==> src/rtl/apb_pkg.sv <==
// Shared types and default sizing for the two-requester APB master.
package apb_pkg;

   typedef enum logic [1:0] {
      IDLE   = 2'd0,
      SETUP  = 2'd1,
      ACCESS = 2'd2
   } apb_state_e;

   localparam int DEF_ADDR_W  = 5;
   localparam int DEF_DATA_W  = 32;
   localparam int DEF_TIMEOUT = 15;
   localparam int CNT_W       = 8;

endpackage

==> src/rtl/rr_arbiter_2.sv <==
// Two-way round-robin arbiter: a lone request wins outright, a tie goes to
// whichever requester was not granted last.
module rr_arbiter_2 (
   input  logic [1:0] valid_i,
   input  logic       last_grant_i,
   output logic [1:0] grant_o
);

   always_comb begin
      grant_o = valid_i;
      if (valid_i == 2'b11) begin
         grant_o = last_grant_i ? 2'b01 : 2'b10;
      end
   end

endmodule

==> src/rtl/apb_master_arbiter.sv <==
// APB master shared by two requesters: round-robin accept, SETUP/ACCESS
// sequencing, PREADY wait with timeout abort, per-requester result return.
module apb_master_arbiter
   import apb_pkg::*;
#(
   parameter int ADDR_W  = DEF_ADDR_W,
   parameter int DATA_W  = DEF_DATA_W,
   parameter int TIMEOUT = DEF_TIMEOUT
) (
   input  logic              PCLK,
   input  logic              PRESETn,
   input  logic              req0_valid,
   input  logic              req0_write,
   input  logic [ADDR_W-1:0] req0_addr,
   input  logic [DATA_W-1:0] req0_wdata,
   output logic              req0_ready,
   output logic              req0_done,
   output logic [DATA_W-1:0] req0_rdata,
   output logic              req0_err,
   input  logic              req1_valid,
   input  logic              req1_write,
   input  logic [ADDR_W-1:0] req1_addr,
   input  logic [DATA_W-1:0] req1_wdata,
   output logic              req1_ready,
   output logic              req1_done,
   output logic [DATA_W-1:0] req1_rdata,
   output logic              req1_err,
   output logic              PSEL,
   output logic              PENABLE,
   output logic              PWRITE,
   output logic [ADDR_W-1:0] PADDR,
   output logic [DATA_W-1:0] PWDATA,
   input  logic [DATA_W-1:0] PRDATA,
   input  logic              PREADY
);

   localparam logic [CNT_W-1:0] TIMEOUT_C = CNT_W'(TIMEOUT);

   apb_state_e              state_q, state_d;
   logic [CNT_W-1:0]        cnt_q, cnt_d;
   logic                    last_grant_q, last_grant_d;
   logic                    owner_q, owner_d;
   logic                    pwrite_q, pwrite_d;
   logic [ADDR_W-1:0]       paddr_q, paddr_d;
   logic [DATA_W-1:0]       pwdata_q, pwdata_d;
   logic [1:0]              done_q, done_d;
   logic [1:0]              err_q, err_d;
   logic [1:0][DATA_W-1:0]  rdata_q, rdata_d;
   logic [1:0]              grant;
   logic [CNT_W-1:0]        cnt_inc;

   rr_arbiter_2 u_arb (
      .valid_i      ({req1_valid, req0_valid}),
      .last_grant_i (last_grant_q),
      .grant_o      (grant)
   );

   assign cnt_inc = cnt_q + CNT_W'(1);

   always_ff @(posedge PCLK or negedge PRESETn) begin
      if (!PRESETn) begin
         state_q      <= IDLE;
         cnt_q        <= '0;
         last_grant_q <= 1'b1;
         owner_q      <= 1'b0;
         pwrite_q     <= 1'b0;
         paddr_q      <= '0;
         pwdata_q     <= '0;
         done_q       <= '0;
         err_q        <= '0;
         rdata_q      <= '0;
      end else begin
         state_q      <= state_d;
         cnt_q        <= cnt_d;
         last_grant_q <= last_grant_d;
         owner_q      <= owner_d;
         pwrite_q     <= pwrite_d;
         paddr_q      <= paddr_d;
         pwdata_q     <= pwdata_d;
         done_q       <= done_d;
         err_q        <= err_d;
         rdata_q      <= rdata_d;
      end
   end

   always_comb begin
      state_d      = state_q;
      cnt_d        = cnt_q;
      last_grant_d = last_grant_q;
      owner_d      = owner_q;
      pwrite_d     = pwrite_q;
      paddr_d      = paddr_q;
      pwdata_d     = pwdata_q;
      done_d       = 2'b00;
      err_d        = 2'b00;
      rdata_d      = rdata_q;
      case (state_q)
         IDLE: begin
            if (grant != 2'b00) begin
               owner_d      = grant[1];
               last_grant_d = grant[1];
               pwrite_d     = grant[1] ? req1_write : req0_write;
               paddr_d      = grant[1] ? req1_addr  : req0_addr;
               pwdata_d     = grant[1] ? req1_wdata : req0_wdata;
               state_d      = SETUP;
            end
         end
         SETUP: begin
            cnt_d   = '0;
            state_d = ACCESS;
         end
         ACCESS: begin
            if (PREADY) begin
               done_d[owner_q] = 1'b1;
               if (!pwrite_q) begin
                  rdata_d[owner_q] = PRDATA;
               end
               state_d = IDLE;
            end else begin
               cnt_d = cnt_inc;
               // Abort after TIMEOUT consecutive wait cycles; read data is left untouched.
               if (cnt_inc == TIMEOUT_C) begin
                  done_d[owner_q] = 1'b1;
                  err_d[owner_q]  = 1'b1;
                  state_d         = IDLE;
               end
            end
         end
         default: state_d = IDLE;
      endcase
   end

   always_comb begin
      PSEL       = 1'b0;
      PENABLE    = 1'b0;
      req0_ready = 1'b0;
      req1_ready = 1'b0;
      case (state_q)
         IDLE: begin
            req0_ready = grant[0];
            req1_ready = grant[1];
         end
         SETUP: PSEL = 1'b1;
         ACCESS: begin
            PSEL    = 1'b1;
            PENABLE = 1'b1;
         end
         default: ;
      endcase
   end

   assign PWRITE     = pwrite_q;
   assign PADDR      = paddr_q;
   assign PWDATA     = pwdata_q;
   assign req0_done  = done_q[0];
   assign req1_done  = done_q[1];
   assign req0_err   = err_q[0];
   assign req1_err   = err_q[1];
   assign req0_rdata = rdata_q[0];
   assign req1_rdata = rdata_q[1];

endmodule

==> config.mk <==
export PLATFORM = sky130hd
export DESIGN_NAME = apb_master_arbiter
export DESIGN_NICKNAME = d
export VERILOG_FILES = /design/src/rtl/apb_pkg.sv /design/src/rtl/rr_arbiter_2.sv /design/src/rtl/apb_master_arbiter.sv
export SDC_FILE = /design/constraint.sdc
export NUM_CORES = 1
export LEC_CHECK = 0
export CORE_MARGIN = 1
export CORE_UTILIZATION = 38
export DETAILED_ROUTE_END_ITERATION = 8
export PLACE_DENSITY_LB_ADDON = 0.15
export SYNTH_ARGS = -nofsm -noshare
export SYNTH_HDL_FRONTEND = slang
export SYNTH_HIERARCHICAL = 1
export SYNTH_SLANG_ARGS = --single-unit
==> constraint.sdc <==
create_clock -name PCLK -period 2.1 [get_ports PCLK]
set_clock_uncertainty 0.1 [all_clocks]
set_input_delay 0.42 -clock PCLK [delete_from_list [all_inputs] [get_ports PCLK]]
set_output_delay 0.42 -clock PCLK [all_outputs]
set_load 0.1 [all_outputs]
Word level (Yosys, flattened, before mapping):

Cells that the tools add are included.

* register bits after elaboration: 118
* latch bits: 0
* bits of input ports: 113
* memory bits (writable): 0
* output and inout bits: 110
* word-level logic and storage cells: 56
* memories: 0
* memory bits (read-only): 0

* equality and inequality tests: 7
* reductions and logical operators: 9
* add/subtract/negate cells: 1
* bitwise logic cells: 1
* divide/modulo/power cells: 0
* multipliers: 0
* multiplexer cells: 25
* $lt $le $gt $ge: 2
* shifts and indexed selects: 0

Operator list (count)
* bitwise mux 64 bit: 1
* two-way mux 32 bit: 2
* demux 32 bit (select 1 bit): 1
* two-way mux 2 bit: 10
* case mux 8 bit (2 select lines): 1
* adder 8 x 1 -> 8 bit (second input constant): 1
* equality test 8 x 4 -> 1 bit (second input constant): 1
* two-way mux 8 bit: 1
* two-way mux 1 bit: 6
* case mux 2 bit (3 select lines): 1
* AND reduction 2 bit: 3
* two-way mux 5 bit: 1
* equality test 2 bit (second input constant): 2
* != test 2 bit (second input constant): 2
* nonzero test 2 bit: 2
* != test 3 bit (second input constant): 1
* AND reduction 3 bit: 1
* equality test 2 x 1 -> 1 bit (second input constant): 1
* zero test 2 bit: 1
* < comparator 1 x 2 -> 1 bit (second input constant): 1
* OR reduction 2 bit: 1
* demux 1 bit (select 1 bit): 1
* greater-or-equal comparator 1 bit (second input constant): 1
* logical AND 1 bit: 1
* inverter 1 bit: 1

Depth between registers and ports, before layout:

* depth in word-level cells: 7
* depth in mapped cells: 8
* gate-level depth less buffers: 7

By module:

The synthesis kept the hierarchy.

By module, submodules not included
* apb_master_arbiter: seq. area each 2954.1 µm², cells each 393, area an instance 5086.1 µm², instances 1
* rr_arbiter_2: seq. area each 0.0 µm², cells each 3, area an instance 18.8 µm², instances 1

Worst setup path before layout:

No wires, ideal clock.

* path kind: register to register
* start point: register state_q[0]
* end point: register rdata_q, in the netlist req1_rdata[10]
* setup time: 0.125 ns
* stages on the path, launching flop included: 8
* arrival: 2.439 ns
* setup slack: -0.565 ns
* required time: 1.875 ns
* buffers on the path: 2
* period minus slack after synthesis: 2.665 ns
* path through: dfrtp_1 inv_1 ha_1 nand2_1 or3_1 buf_2 buf_6 mux2_4

* word-level cells in the longest chain between the ends: 2

Ends and longest elaborated chain
* start, declared: line apb_master_arbiter.sv:39 `apb_state_e state_q, state_d;`
* start signal, assigned: line apb_master_arbiter.sv:73 `state_q <= state_d;`
* equality test 2 bit: line apb_master_arbiter.sv:97 `case (state_q)`
* AND reduction 3 bit (no line)
* end signal, assigned: line apb_master_arbiter.sv:82 `rdata_q <= rdata_d;`
* end, declared: line apb_master_arbiter.sv:48 `logic [1:0][DATA_W-1:0] rdata_q, rdata_d;`

No other way between the ends.
A chain may end at the register's enable or synchronous reset.

Final worst setup path:

* start point: register state_q[0]
* end point: output port req1_ready

* word-level cells in the longest chain between the ends: 2

Ends and longest elaborated chain
* zero test 2 bit: line apb_master_arbiter.sv:138 `case (state_q)`
* two-way mux 1 bit: line apb_master_arbiter.sv:138
* end, declared: line apb_master_arbiter.sv:24 `output logic req1_ready,`

No other way between the ends.

==> metrics.md <==
| Metric | Value |
|---|---|
| Top area cells in the synthesized netlist | `dfrtp_1 (57%), mux2_4 (8.8%), mux2i_1 (7.6%)` |
| Status | `completed` |
| CTS sink count | `118` |
| Drt initial violations | `166` |
| Worst R2R End | `state_q[0]` |
| Slew Viols, Final | `0` |
| Fin cells | `825` |
| Width of the chip | `118 um` |
| Syn-to-layout area delta | `61.0%` |
| Crit Path Class | `flip-flop to output port` |
| Synth top cells by count | `dfrtp_1 (117), nand2_1 (51), o21ai_0 (48), mux2i_1 (39), mux2_2 (32)` |
| Largest area contributor in the netlist | `dfrtp_1` |
| # rows | `41` |
| Yosys top cell area share | `57.4%` |
| CTS H-Tree Depth | `4` |
| Final wirelength | `12.7 mm` |
| Worst stage delay on the critical path | `0.43 ns` |
| Num CTS Buffers | `17` |
| Ports | `223` |
| Critical Path, Cell by Cell | `inv_2 > ha_4 > and2_4 > buf_12` |
| Tmin final | `2.04 ns` |
| Share of cells above drive strength 1 | `37.1%` |
| Clk slew on worst S/H paths | `0.06 ns` |
| Async SR Flop Fraction | `100%` |
| Skew-Pair Late Insertion Delay | `0.41 ns` |
| Final setup fails | `0` |
| Total Routing Usage GR | `18.9%` |
| Pin count of the biggest net entering global routing | `69` |
| Initial antenna violation count | `0` |
| Final RePlAce weighted congestion | `0.769` |
| Root Buffer | `clkbuf_16` |
| N_diodes | `0` |
| Cell total after placement | `787` |
| First-pass GRT wire length | `20.3 mm` |
| Grt total ovfl | `0` |
| RR Startpoint | `cnt_q[0]` |
| Startpoint types | `flip-flop` |
| HP Class | `primary input to async pin` |
| CTS tree | `built` |
| Net Count, Synth | `514` |
| Initial core utilization | `39.6%` |
| Syn Area/Cell | `12.9 um^2` |
| Die area | `13,900 um^2` |
| Vias per inst | `4.74` |
| Wire length per cell | `15.3 um` |
| Setup slack, reg-to-reg | `0.13 ns` |
| Final Hold Fails | `0` |
| Cells after Synth | `396` |
| Chip Height | `118 um` |
| RSZ-0062 raised after global routing | `yes` |
| Post-synth EDFFs | `0` |
| Post-synthesis register bit count | `118` |
| Worst-case reg-to-reg path depth | `6` |
| DRC Markers | `0` |
| Crit path DAT | `1.52 ns` |
| Final nets | `758` |
| Slowest cell on crit path | `dfrtp_1` |
| ANT nets after route | `0` |
| Worst Path Required | `1.58 ns` |
| Synthesized area | `5100 um^2` |
| Sequential area share after synthesis | `57.9%` |
| Core area | `12,900 um^2` |
| Achievable Freq | `491 MHz` |
| Main synth FF type | `dfrtp_1` |
| Period utilisation layout | `97.1%` |
| Netlist cell types | `39` |
| Max transition margin | `78.1%` |
| CTS max path bufs | `2` |
| CP Capture Type | `output port` |
| Vias in the first global route | `3,985` |
| Max Cap Violations | `0` |
| Max FO, Critical Path | `4` |
| Most common cell in the netlist | `dfrtp_1` |
| DRT Pass-1 Iters | `4` |
| Port bufs | `222` |
| Measured slew at the worst slew-check pin | `0.328 ns` |
| Vias | `3,912` |
| Ys Warns | `6` |
| HPWL Detailed | `9.26 mm` |
[sequential cells by signal, indices dropped and copies added (netlist names)]
signal,cells
PADDR,5
PWDATA,32
PWRITE,1
cnt_q,8
done_q,2
err_q,2
last_grant_q,1
owner_q,1
req0_rdata,32
req1_rdata,32
state_q,2
[what timing repair did]
item | in CTS | in global routing
buffers inserted | 0 | 4
endpoints found under the setup margin | 2 | 39
resized for setup | 3 | 5
pin swaps | 0 | 2
gates cloned | 0 | 1
hold buffers | 1 | 0
endpoints found under the hold margin | 9 | 0
[through the flow]
step / setup WS, ns / TNS (ns) / utilization, % / hold WS (ns) / cell area, um^2
final: 0.0613 / 0 / 63.8 / 0.296 / 8220
after detailed placement: -0.0970 / -2.73 / 58.0 / 0.174 / 7470
after global routing: -0.0192 / -0.0241 / 63.8 / 0.289 / 8220
after floorplan: 0.0215 / 0 / - / 0.0244 / 5120
after global placement: -0.0723 / -2.16 / 58.0 / 0.175 / 7470
after CTS: -0.0292 / -0.0292 / 63.3 / 0.276 / 8150
[how the worst max path moves through the flow]
stage / from / end / slack [ns] / depth (start not counted)
floorplan: state_q[0] / req1_rdata[10] / 0.02 / 7
global placement: PREADY / req1_rdata[10] / -0.07 / 5
global route: last_grant_q / req0_ready / -0.02 / 5
finish: state_q[0] / req1_ready / 0.06 / 4
CTS: last_grant_q / req0_ready / -0.03 / 5
detailed placement: PREADY / req1_rdata[3] / -0.1 / 5
[final cells by class]
type / instances / area (um^2)
clock buffers: 23 / 488
flip-flops and latches: 118 / 2950
multi-input cells: 250 / 2080
inverters: 7 / 26.3
repair buffers: 246 / 2280
clock inverters: 9 / 170
fillers: 1050 / 4660
well taps: 172 / 215
[cell usage in the layout (no fill, tap or decap), drive strengths merged, types with 2 or more instances in the layout]
cell type / synthesis / routed
xnor2: 2 / 2
dfrtp: 117 / 117
a21boi: 2 / 2
mux2i: 39 / 39
clkdlybuf4s50: 0 / 111
nor2: 7 / 7
a21o: 3 / 3
o211a: 2 / 2
nand2: 51 / 51
mux2: 64 / 64
a31oi: 2 / 2
inv: 7 / 7
clkinv: 0 / 4
a21oi: 2 / 2
bufinv: 0 / 5
nand3: 5 / 5
ha: 5 / 5
o21ai: 49 / 49
xor2: 2 / 2
buf: 10 / 133
clkbuf: 11 / 24
or3: 2 / 2
nor3: 2 / 2
nor4: 2 / 2
[worst max-delay path, delay by kind of cell (launching register included)]
family,cells,cell delay [ns]
buffers and inverters,2,0.31
AND/OR/NAND/NOR,1,0.18
flip-flops,1,0.43
adder cells (fa/ha/maj),1,0.19
[cells by family after synthesis]
logic type / share of synthesized area [%]
DFF: 57.9
adders and majority gates: 1.23
xor gates and xnor gates: 0.834
buffers and inverters: 2.67
AOI/OAI and AO/OA: 6.99
muxes: 24.0
and+or+nand+nor: 6.45
[per-layer routing]
layer,track usage [%],share of wire (%),vias to the layer above
met1,23.1,44,1850
li1,-,-,1874
met5,0,0,-
met4,8.33,1.6,0
met3,6.73,8.2,17
met2,29.9,46,171
Power is left out: the tool's default activity adds up to more than one toggle a clock period on the data nets, which glitch-free logic cannot reach.
